File: src/rtl/branch_resolve.sv
// rtl/branch_resolve.sv - EX-stage branch resolution, redirect generation and optional 2-bit BHT predictor
// Optional feature macro: BRANCH_RESOLVE_BHT_EN (defined: BHT present; undefined: static not-taken).
module branch_resolve #(
    parameter int BHT_IDX_W = 4
) (
    input  logic        i_clk,
    input  logic        i_reset,
    input  logic [31:0] i_if_pc,
    output logic        o_pred_taken,
    input  logic        i_ex_valid,
    input  logic        i_ex_is_br,
    input  logic        i_ex_is_jmp,
    input  logic [2:0]  i_ex_funct3,
    input  logic [31:0] i_ex_pc,
    input  logic [31:0] i_ex_target,
    input  logic        i_ex_pred_taken,
    input  logic        i_br_less,
    input  logic        i_br_equal,
    output logic        o_br_un,
    output logic        o_redirect,
    output logic [31:0] o_redirect_pc,
    output logic [31:0] o_br_cnt,
    output logic [31:0] o_mispred_cnt
);

    logic        w_resolve;
    logic        w_taken;
    logic        w_mispred;
    logic        w_redirect;
    logic [31:0] w_redirect_pc;
    logic [31:0] r_br_cnt;
    logic [31:0] r_mispred_cnt;

    // Reset gates the resolve event so nothing escapes combinationally while held.
    assign w_resolve = i_ex_valid & (i_ex_is_br | i_ex_is_jmp) & ~i_reset;

    // BLTU/BGEU need the comparator in unsigned mode.
    assign o_br_un = (i_ex_funct3 == 3'b110) || (i_ex_funct3 == 3'b111);

    // Branch direction from funct3; reserved encodings resolve not-taken.
    always_comb begin
        w_taken = 1'b0;
        case (i_ex_funct3)
            3'b000:         w_taken = i_br_equal;
            3'b001:         w_taken = ~i_br_equal;
            3'b100, 3'b110: w_taken = i_br_less;
            3'b101, 3'b111: w_taken = ~i_br_less;
            default:        w_taken = 1'b0;
        endcase
    end

`ifdef BRANCH_RESOLVE_BHT_EN
    localparam int BHT_ENTRIES = 1 << BHT_IDX_W;

    logic [1:0]           r_bht [0:BHT_ENTRIES-1];
    logic [BHT_IDX_W-1:0] w_rd_idx;
    logic [BHT_IDX_W-1:0] w_wr_idx;
    logic                 w_bht_we;
    logic                 w_unused;

    assign w_rd_idx     = i_if_pc[BHT_IDX_W+1:2];
    assign w_wr_idx     = i_ex_pc[BHT_IDX_W+1:2];
    assign w_bht_we     = w_resolve & i_ex_is_br & ~i_ex_is_jmp;
    // Read returns the stored value; a same-cycle update is not bypassed.
    assign o_pred_taken = r_bht[w_rd_idx][1];
    assign w_mispred    = w_taken ^ i_ex_pred_taken;
    assign w_unused     = ^{i_if_pc[31:BHT_IDX_W+2], i_if_pc[1:0]};

    // Saturating 2-bit counter training; reset leaves every entry weakly not-taken.
    always_ff @(posedge i_clk) begin
        if (i_reset) begin
            for (int i = 0; i < BHT_ENTRIES; i++) begin
                r_bht[i] <= 2'b01;
            end
        end else if (w_bht_we) begin
            if (w_taken && (r_bht[w_wr_idx] != 2'b11)) begin
                r_bht[w_wr_idx] <= r_bht[w_wr_idx] + 2'd1;
            end else if (!w_taken && (r_bht[w_wr_idx] != 2'b00)) begin
                r_bht[w_wr_idx] <= r_bht[w_wr_idx] - 2'd1;
            end
        end
    end
`else
    logic w_unused;

    // Static not-taken: every taken branch is a mispredict.
    assign o_pred_taken = 1'b0;
    assign w_mispred    = w_taken;
    assign w_unused     = ^{i_if_pc, i_ex_pred_taken};
`endif

    // Redirect selection: jumps always redirect, branches only on mispredict.
    always_comb begin
        w_redirect    = 1'b0;
        w_redirect_pc = 32'h0;
        if (w_resolve) begin
            if (i_ex_is_jmp) begin
                w_redirect    = 1'b1;
                w_redirect_pc = i_ex_target;
            end else begin
                w_redirect    = w_mispred;
                w_redirect_pc = w_taken ? i_ex_target : (i_ex_pc + 32'd4);
            end
        end
    end

    assign o_redirect    = w_redirect;
    assign o_redirect_pc = w_redirect_pc;

    // Event counters; they wrap naturally at 2^32.
    always_ff @(posedge i_clk) begin
        if (i_reset) begin
            r_br_cnt      <= 32'h0;
            r_mispred_cnt <= 32'h0;
        end else if (w_resolve) begin
            r_br_cnt <= r_br_cnt + 32'd1;
            if (w_redirect) begin
                r_mispred_cnt <= r_mispred_cnt + 32'd1;
            end
        end
    end

    assign o_br_cnt      = r_br_cnt;
    assign o_mispred_cnt = r_mispred_cnt;

endmodule

File: config.mk
export PLATFORM = sky130hd
export DESIGN_NAME = branch_resolve
export DESIGN_NICKNAME = d
export VERILOG_FILES = /design/src/rtl/branch_resolve.sv
export SDC_FILE = /design/constraint.sdc
export NUM_CORES = 1
export LEC_CHECK = 0
export ABC_AREA = 1
export BUFFER_PORTS_ARGS = -buffer_cell sky130_fd_sc_hd__buf_2
export CORE_MARGIN = 2
export CORE_UTILIZATION = 55
export CTS_BUF_LIST = sky130_fd_sc_hd__clkbuf_2
export DETAILED_ROUTE_END_ITERATION = 12
export PLACE_DENSITY = 0.87
export SLEW_MARGIN = 25
export SYNTH_ARGS = -nofsm -noshare
export SYNTH_HDL_FRONTEND = slang
export SYNTH_SLANG_ARGS = --single-unit
export TNS_END_PERCENT = 30
File: constraint.sdc
create_clock -name i_clk -period 3 [get_ports i_clk]
set_clock_uncertainty 0.05 [all_clocks]
set_input_delay 0.6 -clock i_clk [delete_from_list [all_inputs] [get_ports i_clk]]
set_output_delay 0.6 -clock i_clk [all_outputs]
set_load 0.02 [all_outputs]
==> metrics.md <==
| Metric | Value |
|---|---|
| Cells after synthesis | `919` |
| Largest buffer count on any clock path | `2` |
| Main synth FF type | `dfxtp_1` |
| Vias in the first global route | `5,606` |
| DR vias/cell | `5.143` |
| CTS clk-pin slew, worst paths | `200 ps` |
| Setup tns final | `0 ps` |
| Cts bufs inserted | `9` |
| First-pass GRT wire length | `25,600 um` |
| Worst EP required | `2350 ps` |
| Crit-path most repeated cell | `nand2_1` |
| Die height | `101.5 um` |
| CTS Root Cell | `clkbuf_2` |
| Setup Fix Bufs, Post-CTS | `0` |
| Initial DRC count | `353` |
| WS Path Type | `input pin to primary output` |
| Fin. Hold Viols | `0` |
| Setup violators final | `0` |
| DRT Wirelength | `around 16,000 um` |
| Initial Util | `between 50% and 60%` |
| Synth unique cells | `40` |
| Post-Syn Area | `5230 um2` |
| Worst min path class | `input pin to register` |
| Crit path largest cell delay | `~270 ps` |
| Area Growth Syn to Fin | `20.34%` |
| # Max-Cap Violations | `0` |
| Layout Utilization | `68.11%` |
| Register area share after synthesis | `24.50%` |
| Post-DP HPWL | `12,150 um` |
| Logic pwr share | `17.3%` |
| Sequential share of power | `51.5%` |
| Drt first pass iters | `5` |
| Placer congestion estimate | `1.012` |
| Top Ports | `206` |
| Internal power | `1.143 mW` |
| Overflow left after global routing | `0` |
| Syn Area/Cell | `5.691 um2` |
| Average wire per standard cell | `between 10 and 15 um` |
| Sw frac | `a little under a third` |
| Routed vias | `6,285` |
| Post-route ant nets | `0` |
| Crit-path leading delay family | `simple AND/OR/NAND/NOR gates` |
| Async set-reset flop share out of synthesis | `0%` |
| EDFF count, synth | `0` |
| Die Area | `between 10,000 and 15,000 um2` |
| Crit path launch type | `input pin` |
| I/O Buffers | `between 150 and 200` |
| Synthesized flop and latch total | `64` |
| Post-cts resize count | `0` |
| Max FO, Critical Path | `5` |
| Skew-Pair Late Insertion Delay | `500 ps` |
| Status | `finished clean` |
| Core area | `9240 um2` |
| Initial antenna violation count | `0` |
| Nets | `1,198` |
| Min Tclk post-route | `2762 ps` |
| Lkg Pwr | `2.854 nW` |
| # diodes | `0` |
| Crit path capture type | `primary output` |
| CP Data Arrival Time | `2110 ps` |
| Largest net degree at the start of global routing | `38` |
| DRC violations left | `0` |
| CP Cell Sequence | `buf_2 -> ha_1 -> inv_1 -> nor2_2 -> inv_1 -> nor2_1 -> nand2_1 -> nand2_1 -> nand2_1 -> a21oi_1 -> buf_2` |
| Max rail drop VDD | `0.0002060 V` |
| Share of cells above drive strength 1 | `23.33%` |
| H-tree levels | `3` |
| Synth Net Count | `1,029` |
| CTS tree | `done` |
| Tot GR Track Use | `30.40%` |
| Synthesis Warnings | `0` |
| Slowest cell on crit path | `ha_1` |
| Rows | `35` |
| Die width | `101.5 um` |
| RSZ-0062 raised after global routing | `false` |
| Buf/Inv on CP | `4` |
| Pwr dens | `roughly 270 nW/um2` |
| Clock Power Share | `31.2%` |
| Switch Pwr | `0.5249 mW` |
| Fin. max-slew vios | `0` |
| Final Cycle Share | `92.06%` |
| Fmax | `0.3621 GHz` |
| Clock sink count | `64` |
| Post-CTS Hold Fix Bufs | `0` |
[registers in the layout, indices dropped and copies added (netlist names)]
name	count
o_br_cnt	32
o_mispred_cnt	32
[metal layers]
metal,global-route usage (%),wire (um)
met5,0,0
met4,8.628,277
met3,5.659,1268
met2,48.79,6811
met1,41.72,7207
[final cells by class]
class | instances | area [um2]
clock buffers | 10 | 50.05
clock inverters | 6 | 60.06
fillers | 896 | 2947
inverters | 92 | 345.3
multi-input cells | 744 | 3495
flip-flops and latches | 64 | 1281
well taps | 129 | 161.4
repair buffers | 177 | 900.9
[synth_stat cells, drive strengths merged, types with 2 or more instances]
cell | n | area share, %
a21o | 2 | 0.29
a21oi | 47 | 4.5
a22o | 3 | 0.50
and2 | 3 | 0.36
buf | 14 | 1.7
clkbuf | 5 | 0.36
dfxtp | 64 | 24
ha | 3 | 0.72
inv | 92 | 6.6
nand2 | 345 | 26
nand3 | 68 | 7.2
nand4 | 16 | 2.0
nor2 | 187 | 16
nor3 | 7 | 0.86
o211ai | 3 | 0.43
o21ai | 28 | 2.8
o21bai | 6 | 0.86
xnor2 | 8 | 1.3
xor2 | 12 | 2.0
[power groups by stage]
stage               combinational, mW  clock (mW)  sequential (mW)
floorplan                       0.164           0            0.880
global placement                0.283           0            0.876
detailed placement              0.286           0            0.877
CTS                             0.286       0.528            0.859
global route                    0.316       0.572            0.861
finish                          0.289       0.520            0.859
[per-stage QoR]
| step | hold slack (ps) | total power, mW | worst slack, ps | area (um2) | std cells |
|---|---|---|---|---|---|
| 2_1_floorplan | 500.9 | 1.044 | 596.4 | 5230 | 919 |
| 3_3_place_gp | 433.7 | 1.159 | 244.9 | 6183 | 1206 |
| 3_5_place_dp | 437.3 | 1.162 | 273.9 | 6183 | 1206 |
| 4_1_cts | 346.8 | 1.674 | 261.9 | 6294 | 1222 |
| 5_1_grt | 338.6 | 1.749 | 107.8 | 6294 | 1222 |
| 6_report | 359.1 | 1.668 | 238.2 | 6294 | 1222 |
[worst register-to-register path: stages (launching register included)]
cell,delay [ps]
dfxtp_1,420
ha_1,230
inv_1,80
nor2_2,170
nand2_1,120
nor2_2,180
nand2_2,100
nor2_4,150
nand3_1,80
nand2_1,60
nor2_1,40
[cell families after synthesis]
logic type,count (synthesis),synth area share [%]
buffers and inverters,111,8.684
AOI/OAI and AO/OA,92,9.737
and+or+nand+nor,628,52.94
DFF,64,24.50
other,1,0.07170
xor gates and xnor gates,20,3.349
adders and majority gates,3,0.7178
[path summary, 6_finish.rpt]
path | from | end | slack (ps) | depth (start not counted)
max reg2reg | o_mispred_cnt[1] | o_mispred_cnt[16] | 1230 | 10
min reg2reg | o_mispred_cnt[31] | o_mispred_cnt[31] | 460 | 2
min | i_ex_valid | o_br_cnt[0] | 360 | 3
max | i_ex_pc[2] | o_redirect_pc[30] | 240 | 11
[cells in the final DEF, fill, tap and decap left out, drive strengths merged, types with 3 or more instances in the layout]
cell type    n
a21oi       47
a22o         3
and2         3
buf        177
clkbuf      10
clkinv       3
dfxtp       64
ha           3
inv         92
nand2      345
nand3       68
nand4       16
nor2       187
nor3         7
o211ai       3
o21ai       28
o21bai       6
xnor2        8
xor2        12
No activity file was read; power rests on OpenSTA's default activity.
